`config.mk`:
```
export PLATFORM = sky130hd
export DESIGN_NAME = reflet_uart_loader
export DESIGN_NICKNAME = d
export VERILOG_FILES = /design/src/rtl/reflet_uart_loader.sv
export SDC_FILE = /design/constraint.sdc
export NUM_CORES = 1
export LEC_CHECK = 0
export ABC_CLOCK_PERIOD_IN_PS = 3600
export BUFFER_PORTS_ARGS = -buffer_cell sky130_fd_sc_hd__buf_2
export CAP_MARGIN = 15
export CORE_MARGIN = 8
export CORE_UTILIZATION = 60
export CTS_CLUSTER_DIAMETER = 150
export DETAILED_ROUTE_END_ITERATION = 12
export GPL_TIMING_DRIVEN = 0
export PLACE_DENSITY_LB_ADDON = 0.12
export SYNTH_ARGS = -nofsm -noshare
export SYNTH_HDL_FRONTEND = slang
export SYNTH_SLANG_ARGS = --single-unit
```
`constraint.sdc`:
```
create_clock -name clk -period 3.6 [get_ports clk]
set_input_delay 0.36 -clock clk [delete_from_list [all_inputs] [get_ports clk]]
set_output_delay 0.36 -clock clk [all_outputs]
set_load 0.02 [all_outputs]
```
`src/rtl/reflet_uart_loader.sv`:
```
// UART (8N1) boot loader: receives a framed program image, writes it word by word
// into instruction RAM and releases the CPU once the checksum has been verified.
module reflet_uart_loader #(
  parameter int unsigned clk_freq  = 1000000,
  parameter int unsigned baud_rate = 9600,
  parameter int unsigned wordsize  = 16,
  parameter int unsigned addr_size = 9,
  parameter logic [7:0]  magic     = 8'hA5
) (
  input  logic                 clk,
  input  logic                 reset,
  input  logic                 rx,
  output logic [addr_size-1:0] mem_addr,
  output logic [wordsize-1:0]  mem_data,
  output logic                 mem_write_en,
  output logic                 cpu_hold,
  output logic                 loaded,
  output logic                 error
);

  localparam int unsigned CLKS_PER_BIT = clk_freq / baud_rate;
  localparam int unsigned HALF_BIT     = CLKS_PER_BIT / 2;
  localparam int unsigned CNT_W        = $clog2(CLKS_PER_BIT);
  localparam int unsigned BPW          = wordsize / 8;
  localparam int unsigned BC_W         = (BPW > 1) ? $clog2(BPW) : 1;
  localparam int unsigned WC_W         = (addr_size + 1 > 16) ? addr_size + 1 : 16;

  typedef enum logic [1:0] {RX_IDLE, RX_START, RX_DATA, RX_STOP} rx_state_t;
  typedef enum logic [2:0] {S_IDLE, S_LEN_LO, S_LEN_HI, S_DATA, S_CHECK, S_DONE, S_ERROR} state_t;

  rx_state_t        rx_state;
  logic             rx_s1, rx_s2, rx_s3;
  logic [CNT_W-1:0] clk_cnt;
  logic [2:0]       bit_idx;
  logic [7:0]       rx_byte;
  logic             byte_valid;
  logic             frame_err;

  // Receiver: 2-flop synchronizer (rx_s3 only serves falling-edge detection)
  always_ff @(posedge clk) begin
    if (reset) begin
      rx_state   <= RX_IDLE;
      rx_s1      <= 1'b1;
      rx_s2      <= 1'b1;
      rx_s3      <= 1'b1;
      clk_cnt    <= '0;
      bit_idx    <= '0;
      rx_byte    <= '0;
      byte_valid <= 1'b0;
      frame_err  <= 1'b0;
    end else begin
      rx_s1      <= rx;
      rx_s2      <= rx_s1;
      rx_s3      <= rx_s2;
      byte_valid <= 1'b0;
      frame_err  <= 1'b0;
      case (rx_state)
        RX_IDLE: begin
          if (!rx_s2 && rx_s3) begin
            rx_state <= RX_START;
            clk_cnt  <= '0;
          end
        end
        RX_START: begin
          if (clk_cnt == CNT_W'(HALF_BIT - 1)) begin
            clk_cnt  <= '0;
            bit_idx  <= '0;
            rx_state <= rx_s2 ? RX_IDLE : RX_DATA;
          end else begin
            clk_cnt <= clk_cnt + CNT_W'(1);
          end
        end
        RX_DATA: begin
          if (clk_cnt == CNT_W'(CLKS_PER_BIT - 1)) begin
            clk_cnt <= '0;
            rx_byte <= {rx_s2, rx_byte[7:1]};
            bit_idx <= bit_idx + 3'd1;
            if (bit_idx == 3'd7) rx_state <= RX_STOP;
          end else begin
            clk_cnt <= clk_cnt + CNT_W'(1);
          end
        end
        RX_STOP: begin
          if (clk_cnt == CNT_W'(CLKS_PER_BIT - 1)) begin
            clk_cnt    <= '0;
            rx_state   <= RX_IDLE;
            byte_valid <= rx_s2;
            frame_err  <= !rx_s2;
          end else begin
            clk_cnt <= clk_cnt + CNT_W'(1);
          end
        end
        default: rx_state <= RX_IDLE;
      endcase
    end
  end

  state_t          state;
  logic [7:0]      len_lo;
  logic [15:0]     len;
  logic [WC_W-1:0] word_cnt;
  logic [BC_W-1:0] byte_cnt;
  logic [7:0]      sum;
  logic [wordsize-1:0] word_reg;
  logic [wordsize-1:0] word_nxt;
  logic [15:0]     len_full;
  logic            word_done;
  logic            last_word;

  always_comb begin
    word_nxt = word_reg;
    word_nxt[8*int'(byte_cnt) +: 8] = rx_byte;
  end

  assign len_full  = {rx_byte, len_lo};
  assign word_done = (byte_cnt == BC_W'(BPW - 1));
  assign last_word = (word_cnt + WC_W'(1) == WC_W'(len));

  // Frame parser; outputs are registered and follow the consumed byte by one clock
  always_ff @(posedge clk) begin
    if (reset) begin
      state        <= S_IDLE;
      mem_addr     <= '0;
      mem_data     <= '0;
      mem_write_en <= 1'b0;
      cpu_hold     <= 1'b1;
      loaded       <= 1'b0;
      error        <= 1'b0;
      len_lo       <= '0;
      len          <= '0;
      word_cnt     <= '0;
      byte_cnt     <= '0;
      sum          <= '0;
      word_reg     <= '0;
    end else begin
      mem_write_en <= 1'b0;
      if (frame_err && state != S_IDLE && state != S_DONE) begin
        state    <= S_ERROR;
        error    <= 1'b1;
        cpu_hold <= 1'b1;
      end else if (byte_valid) begin
        case (state)
          S_IDLE, S_ERROR: begin
            if (rx_byte == magic) begin
              state <= S_LEN_LO;
              error <= 1'b0;
            end
          end
          S_LEN_LO: begin
            len_lo <= rx_byte;
            state  <= S_LEN_HI;
          end
          S_LEN_HI: begin
            len      <= len_full;
            word_cnt <= '0;
            byte_cnt <= '0;
            sum      <= '0;
            if (32'(len_full) > (32'd1 << addr_size)) begin
              state <= S_ERROR;
              error <= 1'b1;
            end else if (len_full == 16'd0) begin
              state <= S_CHECK;
            end else begin
              state <= S_DATA;
            end
          end
          S_DATA: begin
            sum      <= sum + rx_byte;
            word_reg <= word_nxt;
            if (word_done) begin
              byte_cnt     <= '0;
              mem_write_en <= 1'b1;
              mem_addr     <= word_cnt[addr_size-1:0];
              mem_data     <= word_nxt;
              word_cnt     <= word_cnt + WC_W'(1);
              if (last_word) state <= S_CHECK;
            end else begin
              byte_cnt <= byte_cnt + BC_W'(1);
            end
          end
          S_CHECK: begin
            if (rx_byte == sum) begin
              state    <= S_DONE;
              loaded   <= 1'b1;
              cpu_hold <= 1'b0;
            end else begin
              state <= S_ERROR;
              error <= 1'b1;
            end
          end
          S_DONE: state <= S_DONE;
          default: state <= S_IDLE;
        endcase
      end
    end
  end

endmodule

```
==> run summary <==
• **worst hold stages** 2
• **Post-synth top flop** sky130_fd_sc_hd__dfxtp_1
• **total die area** 12100 sq um
• **r2r endpoint** state[1]
• **dominant cells by area after synthesis** sky130_fd_sc_hd__dfxtp_1 43%, sky130_fd_sc_hd__nor2_1 5.4%, sky130_fd_sc_hd__a21oi_1 5.3%
• **DP HPWL** 9500 microns
• **GR Layer Usage met3** 4.92%
• **initial DRC count** 393
• **crit path time final** 2920 ps
• **Synth warnings** 0
• **kind of end point of the critical path** register
• **final-report hold violation count** 0
• **main combinational cell family by area after synthesis** simple AND/OR/NAND/NOR gates
• **count of flip-flops with a built-in enable after synthesis** 0
• **power density normalized to cell area** 490 nW/um^2
• **clk_skew** 6.71 ps
• **CTS clock-pin slew for the worst setup and hold paths** 60 ps
• **register area** 2280 sq um
• **Residual DRC** 0
• **number of fillers in the final layout** 694
• **count of standard-cell rows** 34
• **critical-path cell list** buf_2 > or3_4 > or4_1 > a21bo_1 > or4_1 > nor3_2 > a31oi_2 > mux2i_1
• **status** finished clean
• **flop and latch count out of synthesis** 114
• **core area** 8640 sq um
• **cell with the biggest individual delay on the critical path** sky130_fd_sc_hd__or4_1
• **number of buffers created by CTS** 17
• **number of setup buffers added after CTS** 0
• **Ant. Diodes** 0
• **number of nets produced by synthesis** 636
• **CTS tree** yes
• **post-route clock period utilization** 81.1%
• **worst reg2reg path depth** 8
• **Gate Count Post-Synth** 619
• **fraction of synthesis flops using an asynchronous set or reset pin** 0%
• **Post-layout nets** 687
• **sequential area share after synthesis** 43.1%
• **cell area after synthesis** 5300 sq um
• **worst rel slew slack** 37.2%
• **setup repair after global routing missed its margin** no
• **data arrival at the endpoint of the critical path** 3310 ps
• **Req. time, crit path** 3990 ps
• **kind of launch point of the worst setup path** register
• **startpoint of the worst register-to-register path** rx_byte[4]
• **number of cells upsized or downsized after cts** 0
• **routed wire length per instance** 17.3 microns
• **type of the worst min-delay path** in -> reg
• **area share of the leading cell type in the synthesized netlist** 43.1%
• **largest registers in the final layout** len: 16 flops, mem_data: 16 flops, word_cnt: 16 flops
• **IO buf count** 31
• **area fraction in compound gates after synthesis** 18.7%
• **first-pass GRT wire length** 22400 microns
• **Achievable Freq** 0.342 GHz
• **number of max-cap violations** 0
• **Skew-Pair Late Insertion Delay** 520 ps
• **Slew @ Worst Pin** 927 ps
• **antenna-violating nets left** 0
• **via density per instance** 6.11
• **leading area contributor after synthesis** sky130_fd_sc_hd__dfxtp_1
• **GRT met2 Usage** 40.7%
• **drt total wl** 13700 microns
• **first-pass detailed-route iteration total** 6
• **leakage power total** 0.00252 uW
• **maximum fanout along the worst path** 7
• **via count** 4830
• **clock sink count** 114
• **Setup Total Neg Slack** 0 ps
• **maximum ir drop on the vdd rail** 0.287 mV
• **vertical die dimension** 110 microns
• **GR Util All Layers** 23.6%
• **maximum buffer depth of the clock tree** 2
• **slowest cell delay on critical path** 580 ps
• **gp weighted congestion** 0.984
• **Crit Path Category** reg -> reg
• **Die Width** 110 microns
• **XOR/XNOR share of the synthesized area** 4.47%
• **basic-gate share of the synthesized area counting and, or, nand and nor cells** 21.0%
• **fraction of layout cells with a size suffix above 1** 10.8%
• **area of the multi-input gates** 2810 sq um
• **slack of the worst reg-to-reg path** 680 ps
• **Hold-fix buffers, CTS** 0
• **via count of the first global-routing pass** 4726
• **end point of the worst hold path** rx_s1
• **starting density of the core** 61.3%
• **final number of setup-violating endpoints** 0
• **pin count of the biggest net entering global routing** 17
• **global-route track usage on met1** 26.7%
• **Avg Inst Size Synth** 8.55 sq um
• **Slew Limit Fails** 0
• **area growth from synthesis to final layout** 16.8%
• **post-route worst hold slack** 15.5 ps
• **Top cell by count, worst path** sky130_fd_sc_hd__or4_1
• **antenna violations before repair** 0
• **gr busiest metal** met2
• **cell chosen for the clock root** sky130_fd_sc_hd__clkbuf_8
• **CTS H-tree lvls** 4
• **hold path startpoint** rx
• **GR Overflow Total** 0
• **Distinct cells, synth** 54
• **post-synthesis share of cell area spent on full adders, half adders and majority gates** 3.45%
• **multiplexer share of the synthesized area** 5.51%
• **count of pins on the block boundary** 32
==> cell usage after synthesis (5+ instances only) <==
library cell	count
sky130_fd_sc_hd__and3_1	6
sky130_fd_sc_hd__a21oi_1	56
sky130_fd_sc_hd__a211oi_1	5
sky130_fd_sc_hd__ha_1	13
sky130_fd_sc_hd__mux2i_1	28
sky130_fd_sc_hd__nand2b_1	6
sky130_fd_sc_hd__xor2_1	10
sky130_fd_sc_hd__dfxtp_1	114
sky130_fd_sc_hd__o21ai_1	5
sky130_fd_sc_hd__nor4_1	9
sky130_fd_sc_hd__nand4_1	8
sky130_fd_sc_hd__o21ai_0	28
sky130_fd_sc_hd__or3_1	11
sky130_fd_sc_hd__a22oi_1	10
sky130_fd_sc_hd__nand3b_1	8
sky130_fd_sc_hd__nor3_1	14
sky130_fd_sc_hd__xnor2_1	17
sky130_fd_sc_hd__nor2_1	76
sky130_fd_sc_hd__a22o_1	25
sky130_fd_sc_hd__nand2_1	53
sky130_fd_sc_hd__inv_1	9
sky130_fd_sc_hd__nor2b_1	6
sky130_fd_sc_hd__nand3_1	11
sky130_fd_sc_hd__clkbuf_1	41
==> kinds of logic after synthesis <==
logic type      after synthesis
xor+xnor                     27
simple gates                228
flops                       114
buf+inv                      52
mux                          29
fa+ha+maj                    14
compound gates              155
==> metrics by stage <==
step	worst slack [ps]	area [sq um]	util (%)	instances	power [uW]
6_report	680	6190	71.6	791	3030
5_1_grt	497	6190	71.6	791	3110
4_1_cts	704	6190	71.6	791	3030
3_5_place_dp	700	5590	64.7	759	1370
3_3_place_gp	681	5590	64.7	758	1360
2_1_floorplan	1030	5300	-	619	1350
==> where the power goes <==
part	internal [uW]	switching [uW]
combinational	18.4	52.2
clock	1060	628
sequential	1270	3.15
==> layout make-up <==
type / count / area share, %
inverters: 9 / 0.546
repair buffers: 32 / 2.59
multi-input cells: 453 / 45.4
clock buffers: 17 / 6.69
flip-flops and latches: 114 / 36.9
well taps: 108 / 2.18
plain buffers: 43 / 2.75
clock inverters: 15 / 2.95
==> metal layers <==
metal | vias to the layer above | wire length, microns
li1 | 2314 | -
met1 | 2274 | 5580
met2 | 193 | 6820
met3 | 49 | 777
met4 | 0 | 492
met5 | - | 0
==> worst max-delay path by stage <==
stage	depth (start not counted)	startpoint	to	slack [ps]
after floorplan	8	rx_byte[3]	state[0]	1030
after global placement	8	rx_byte[4]	state[1]	680
after detailed placement	8	rx_byte[4]	state[1]	700
after CTS	8	rx_byte[4]	state[2]	700
after global routing	9	state[1]	word_cnt[15]	500
final	8	rx_byte[4]	state[1]	680
==> critical path, delay by kind of cell (launching register included) <==
family	cells	cell delay, ps
compound gates	2	460
flops	1	320
mux	1	160
simple gates	4	1640
buf+inv	1	200
==> cells in the final DEF (no fill, tap or decap), types with 5 or more instances in the layout <==
cell and count:
sky130_fd_sc_hd__a211oi_1 5, sky130_fd_sc_hd__a21oi_1 56, sky130_fd_sc_hd__a22o_1 25, sky130_fd_sc_hd__a22oi_1 10, sky130_fd_sc_hd__and3_1 6, sky130_fd_sc_hd__buf_2 33, sky130_fd_sc_hd__clkbuf_1 41, sky130_fd_sc_hd__clkbuf_16 16
sky130_fd_sc_hd__dfxtp_1 114, sky130_fd_sc_hd__ha_1 13, sky130_fd_sc_hd__inv_1 9, sky130_fd_sc_hd__mux2i_1 28, sky130_fd_sc_hd__nand2_1 53, sky130_fd_sc_hd__nand2b_1 6, sky130_fd_sc_hd__nand3_1 11, sky130_fd_sc_hd__nand3b_1 8
sky130_fd_sc_hd__nand4_1 8, sky130_fd_sc_hd__nor2_1 76, sky130_fd_sc_hd__nor2b_1 6, sky130_fd_sc_hd__nor3_1 14, sky130_fd_sc_hd__nor4_1 9, sky130_fd_sc_hd__o21ai_0 28, sky130_fd_sc_hd__o21ai_1 5, sky130_fd_sc_hd__or3_1 11
sky130_fd_sc_hd__xnor2_1 17, sky130_fd_sc_hd__xor2_1 10
No activity file was read; power rests on OpenSTA's default activity.
